## src/rtl/term_pkg.sv

```systemverilog
// Shared constants, control codes and state encoding for the text-console writer.
package term_pkg;

  localparam int unsigned COLS   = 70;
  localparam int unsigned ROWS   = 30;
  localparam int unsigned ADDR_W = 12;
  localparam int unsigned COL_W  = 7;
  localparam int unsigned ROW_W  = 5;

  localparam logic [7:0] BLANK    = 8'h20;
  localparam logic [7:0] LF       = 8'h0A;
  localparam logic [7:0] CR       = 8'h0D;
  localparam logic [7:0] BS       = 8'h08;
  localparam logic [7:0] PRINT_LO = 8'h20;
  localparam logic [7:0] PRINT_HI = 8'h7E;

  typedef enum logic [1:0] {
    INIT_CLEAR,
    IDLE,
    CLEAR_LINE
  } term_state_t;

endpackage

```

## src/rtl/term_row_ptr.sv

```systemverilog
// Modular row counter (0..ROWS-1) with its buffer base address kept alongside,
// so row*COLS never needs a multiplier.
module term_row_ptr
  import term_pkg::*;
(
  input  logic              clk_i,
  input  logic              rst_i,
  input  logic              inc_i,
  output logic [ROW_W-1:0]  row_o,
  output logic [ADDR_W-1:0] base_o
);

  logic [ROW_W-1:0]  row_q;
  logic [ADDR_W-1:0] base_q;

  always_ff @(posedge clk_i) begin
    if (rst_i) begin
      row_q  <= '0;
      base_q <= '0;
    end else if (inc_i) begin
      if (row_q == ROW_W'(ROWS - 1)) begin
        row_q  <= '0;
        base_q <= '0;
      end else begin
        row_q  <= row_q + ROW_W'(1);
        base_q <= base_q + ADDR_W'(COLS);
      end
    end
  end

  assign row_o  = row_q;
  assign base_o = base_q;

endmodule

```

## src/rtl/term_writer.sv

```systemverilog
// Text-console writer: ASCII stream in, character-buffer writes out, with cursor,
// control codes and line clearing. TERM_SCROLL_EN selects scrolling instead of wrap.
module term_writer
  import term_pkg::*;
(
  input  logic              clk,
  input  logic              rst,
  input  logic              char_valid,
  input  logic [7:0]        char_data,
  output logic              char_ready,
  output logic              wr_en,
  output logic [ADDR_W-1:0] wr_addr,
  output logic [7:0]        wr_data,
  output logic [4:0]        top_row,
  output logic [6:0]        cur_col,
  output logic [4:0]        cur_row,
  output logic              busy
);

  term_state_t       state_q;
  logic              ready_q;
  logic              wr_en_q;
  logic              busy_q;
  logic [ADDR_W-1:0] wr_addr_q;
  logic [7:0]        wr_data_q;
  logic [ADDR_W-1:0] clr_addr_q;
  logic [COL_W-1:0]  clr_cnt_q;
  logic [COL_W-1:0]  col_q;
  logic [ROW_W-1:0]  row_q;

  logic              accept_c;
  logic              is_print_c;
  logic              last_col_c;
  logic              last_row_c;
  logic              nl_c;
  logic              clr_c;
  logic              top_inc_c;
  logic [ROW_W-1:0]  phys_row;
  logic [ADDR_W-1:0] cur_base;
  logic [ROW_W-1:0]  top_row_w;
  logic [ADDR_W-1:0] top_base;

  assign accept_c   = char_valid & ready_q;
  assign is_print_c = (char_data >= PRINT_LO) && (char_data <= PRINT_HI);
  assign last_col_c = (col_q == COL_W'(COLS - 1));
  assign last_row_c = (row_q == ROW_W'(ROWS - 1));
  assign nl_c       = accept_c && ((char_data == LF) || (is_print_c && last_col_c));
  assign clr_c      = nl_c && last_row_c;

`ifdef TERM_SCROLL_EN
  assign top_inc_c = clr_c;
`else
  assign top_inc_c = 1'b0;
`endif

  // Cursor physical row advances on every newline; mod-ROWS covers both scroll and wrap.
  term_row_ptr u_cur_ptr (
    .clk_i  (clk),
    .rst_i  (rst),
    .inc_i  (nl_c),
    .row_o  (phys_row),
    .base_o (cur_base)
  );

  term_row_ptr u_top_ptr (
    .clk_i  (clk),
    .rst_i  (rst),
    .inc_i  (top_inc_c),
    .row_o  (top_row_w),
    .base_o (top_base)
  );

  always_ff @(posedge clk) begin
    if (rst) begin
      state_q    <= INIT_CLEAR;
      ready_q    <= 1'b0;
      wr_en_q    <= 1'b0;
      busy_q     <= 1'b1;
      wr_addr_q  <= '0;
      wr_data_q  <= '0;
      clr_addr_q <= '0;
      clr_cnt_q  <= '0;
      col_q      <= '0;
      row_q      <= '0;
    end else begin
      wr_en_q <= 1'b0;
      case (state_q)
        INIT_CLEAR: begin
          wr_en_q    <= 1'b1;
          wr_addr_q  <= clr_addr_q;
          wr_data_q  <= BLANK;
          clr_addr_q <= clr_addr_q + ADDR_W'(1);
          if (clr_addr_q == ADDR_W'(COLS * ROWS - 1)) begin
            state_q <= IDLE;
            ready_q <= 1'b1;
            busy_q  <= 1'b0;
          end
        end
        IDLE: begin
          if (accept_c) begin
            if (is_print_c) begin
              wr_en_q   <= 1'b1;
              wr_addr_q <= cur_base + ADDR_W'(col_q);
              wr_data_q <= char_data;
              if (!last_col_c) col_q <= col_q + COL_W'(1);
            end else if (char_data == CR) begin
              col_q <= '0;
            end else if ((char_data == BS) && (col_q != '0)) begin
              wr_en_q   <= 1'b1;
              wr_addr_q <= cur_base + ADDR_W'(col_q - COL_W'(1));
              wr_data_q <= BLANK;
              col_q     <= col_q - COL_W'(1);
            end
            if (nl_c) begin
              col_q <= '0;
              if (!last_row_c) row_q <= row_q + ROW_W'(1);
`ifndef TERM_SCROLL_EN
              else row_q <= '0;
`endif
            end
            // Row to blank is the pre-scroll top row (always row 0 when wrapping).
            if (clr_c) begin
              state_q    <= CLEAR_LINE;
              ready_q    <= 1'b0;
              busy_q     <= 1'b1;
              clr_addr_q <= top_base;
              clr_cnt_q  <= '0;
            end
          end
        end
        CLEAR_LINE: begin
          wr_en_q    <= 1'b1;
          wr_addr_q  <= clr_addr_q;
          wr_data_q  <= BLANK;
          clr_addr_q <= clr_addr_q + ADDR_W'(1);
          clr_cnt_q  <= clr_cnt_q + COL_W'(1);
          if (clr_cnt_q == COL_W'(COLS - 1)) begin
            state_q <= IDLE;
            ready_q <= 1'b1;
            busy_q  <= 1'b0;
          end
        end
        default: state_q <= INIT_CLEAR;
      endcase
    end
  end

  // Incrementally tracked physical row must equal (top_row + cur_row) mod ROWS.
  always_ff @(posedge clk) begin
    if (!rst) assert (int'(phys_row) == (int'(top_row_w) + int'(row_q)) % int'(ROWS));
  end

  assign char_ready = ready_q;
  assign wr_en      = wr_en_q;
  assign wr_addr    = wr_addr_q;
  assign wr_data    = wr_data_q;
  assign top_row    = top_row_w;
  assign cur_col    = col_q;
  assign cur_row    = row_q;
  assign busy       = busy_q;

endmodule

```

## config.mk

```make
export PLATFORM = sky130hd
export DESIGN_NAME = term_writer
export DESIGN_NICKNAME = d
export VERILOG_FILES = /design/src/rtl/term_pkg.sv /design/src/rtl/term_row_ptr.sv /design/src/rtl/term_writer.sv
export SDC_FILE = /design/constraint.sdc
export NUM_CORES = 1
export LEC_CHECK = 0
export CORE_MARGIN = 2
export CORE_UTILIZATION = 57
export CTS_CLUSTER_SIZE = 14
export DETAILED_ROUTE_END_ITERATION = 10
export PLACE_DENSITY = 0.81
export SLEW_MARGIN = 40
export SYNTH_ARGS = -nofsm -noshare
export SYNTH_HDL_FRONTEND = slang
export SYNTH_SLANG_ARGS = --single-unit
```

## constraint.sdc

```tcl
create_clock -name clk -period 8.95 [get_ports clk]
set_clock_uncertainty 0.1 [all_clocks]
set_input_delay 1.3425 -clock clk [delete_from_list [all_inputs] [get_ports clk]]
set_output_delay 1.3425 -clock clk [all_outputs]
set_load 0.02 [all_outputs]
```

==> out/summary.txt <==
outcome -> completed
GRT Util Overall -> 25.6%
core footprint -> 0.00721 mm^2
leakage -> 1.72 nW
hold_buf cts -> 0
postcts setup bufs -> 0
Placer Congestion -> 0.844
Worst-Margin Slew -> 851 ps
# IOs -> 51
Worst Hold Launch -> wr_addr[2]
DRT Pass-1 Iters -> 5
H-tree Lvls -> 3
Crit Path Category -> input port to register
syn_area_per_cell -> 8.36 um^2
worst reg2reg startpoint -> cur_col[2]
Cell Pwr Density -> 133 mW/mm^2
RSZ-0062 raised after global routing -> false
Req. time, crit path -> 9110 ps
row count -> 31
Inst Count DP -> 630
met3 wire length -> 576 um
DR WL/cell -> 16.0 um
Synth area leaders -> dfxtp_1, ha_1, xnor2_1
M1 WL -> 4550 um
chain of cells forming the critical path -> clkdlybuf4s50_1 -> nand4_1 -> o21a_1 -> nor3_1 -> xor2_1 -> ha_1 -> o21ai_0 -> o21bai_1 -> a21oi_1 -> o21ai_0 -> mux2_2 -> a311oi_1
share of cells above drive strength 1 -> 6.96%
First DRT Iteration DRCs -> 263
nets -> 577
number of CTS-inserted buffers -> 9
metal2 WL -> 5040 um
Die Width -> 90.2 um
dominant synthesized flop cell -> dfxtp_1
R2R Path End -> wr_addr[10]
total gr overflow -> 0
register bit total from synthesis -> 72
Worst R2R Path Depth -> 10
Mapped Area -> 0.00424 mm^2
Port Buffer Count -> 45
crit path DAT -> 4900 ps
Max-slew headroom -> 43.1%
most frequent cells after synthesis -> dfxtp_1, nor2_1, a21oi_1
first-pass GRT wire length -> 17000 um
vias in the first global route -> 3517
chip height -> 90.2 um
antenna violations before repair -> 0
share of the synthesized area in the top cell type -> 34.0%
hold depth -> 2
Area Overhead vs Synth -> 16.0%
Top Layer Used -> met4
Most common cell on crit path -> o21ai_0
FMAX -> 211 MHz
register area share after synthesis -> 34.0%
EDFF count, synth -> 0
period utilization -> 53.0%
Die ar. -> 0.00814 mm^2
Worst setup SP type -> input port
Clock Root Buffer -> clkbuf_8
vias per std cell -> 6.05
setup tns final -> 0 ps
drt drc -> 0
crit path max-delay cell type -> clkdlybuf4s50_1
crit path max fanout -> 12
Initial Util -> 58.7%
largest net degree at the start of global routing -> 35
Yosys cell types -> 65
Max-Cap Viols -> 0
Yosys warnings -> 0
fraction of registers with async set/reset -> 0%
maximum vdd drop -> 0.000125 V
Hold Path Sink -> wr_addr[2]
cts repair resizes -> 0
non-filler cells, final -> 645
final wirelength -> 10300 um
max-slew violations -> 0
Sink Count -> 72
final setup fails -> 0
most frequent cell after synthesis -> dfxtp_1
CTS tree -> built
Max stage delay on crit path -> 610 ps
Final Critical Period -> 4750 ps
final hold violation count -> 0
Vias -> 3903
DP Wirelength -> 7460 um
post-route ant nets -> 0
Hold WC Path Type -> register to register
endpoint type of the worst setup path -> register
setup slack, reg-to-reg -> 5630 ps
clk slew on worst S/H paths -> 80 ps
Max Root-Sink Buffers -> 2
worst path buffer plus inverter count -> 1
critical path's top delay family -> compound AO/OA/AOI/OAI gates
Skew-Pair Late Insertion Delay -> 350 ps
Synth Instances -> 507
# diodes -> 0
Yosys top cell by area -> dfxtp_1
## logic make-up (layout without fill, tap and decap cells)
group / Yosys count / in the layout / synth area share, %
AND/OR/NAND/NOR: 205 / 205 / 24.7
other: 1 / 6 / 0.0885
multiplexers: 8 / 8 / 1.95
AO/OA/AOI/OAI: 120 / 120 / 20.3
flip-flops: 72 / 72 / 34.0
buffers and inverters: 46 / 80 / 5.26
XOR/XNOR: 31 / 31 / 6.41
adder cells (fa/ha/maj): 24 / 24 / 7.27
## layout by cell type (no fill, tap or decap), types with 8 or more instances in the layout
cell type / count
inv_1: 16
nor3_1: 23
or3_1: 8
a211oi_1: 12
nor2_1: 59
o21ai_0: 15
nand4_1: 10
clkdlybuf4s50_1: 45
dfxtp_1: 71
clkbuf_8: 9
a21oi_1: 38
xnor2_1: 28
ha_1: 23
and3_1: 9
nand3_1: 24
nand2_1: 34
## per-layer routing
| layer | GRT usage [%] | vias to the layer above |
|---|---|---|
| met3 | 6.04 | 10 |
| met1 | 33.7 | 1873 |
| met2 | 42.4 | 100 |
| li1 | - | 1920 |
| met4 | 6.15 | 0 |
| met5 | 0 | - |
## cell type report
cell class / instances / area (um^2)
Sequential cell: 72 / 1440
Fill cell: 601 / 2300
Timing Repair Buffer: 49 / 488
Multi-Input combinational cell: 394 / 2590
Inverter: 16 / 60.1
Tap cell: 99 / 124
Clock buffer: 10 / 128
Clock inverter: 5 / 81.3
## per-stage QoR
stage	hold slack (ps)	utilization [%]	area (um^2)	power, mW	setup slack, ps
after floorplan	371	-	4260	0.365	4890
after global placement	335	64.9	4680	0.379	4140
after detailed placement	344	65.2	4700	0.380	3900
after CTS	356	68.1	4910	0.657	4260
after global routing	377	68.1	4920	0.677	3980
final	354	68.1	4920	0.654	4200
## where the power goes
| part | internal, mW | total, mW | switching [mW] |
|---|---|---|---|
| logic | 0.0191 | 0.0488 | 0.0297 |
| clock network | 0.156 | 0.280 | 0.124 |
| registers | 0.322 | 0.325 | 0.00220 |
| total | 0.497 | 0.654 | 0.156 |
## tightest hold or removal path, stage by stage (launching register included)
cell and delay, ps:
dfxtp_1 310, nand2_1 50, a21oi_1 50
## how the worst max path moves through the flow
stage                       from  cells after the start           to
floorplan           char_data[7]                     12  wr_addr[10]
detailed placement  char_data[1]                     12  wr_addr[10]
CTS                 char_data[1]                     12  wr_addr[10]
global placement    char_data[1]                     12  wr_addr[10]
finish              char_data[1]                     12  wr_addr[10]
global route        char_data[1]                     12  wr_addr[10]
## registers in the layout, summed over array words and instances, names as in the netlist, 2 cells and up
register,cells
clr_addr_q,12
clr_cnt_q,7
cur_col,7
cur_row,5
state_q,2
u_cur_ptr.base_o,11
u_cur_ptr.row_o,5
wr_addr,12
wr_data,8
Note: power is estimated with default switching activity, not from simulation.
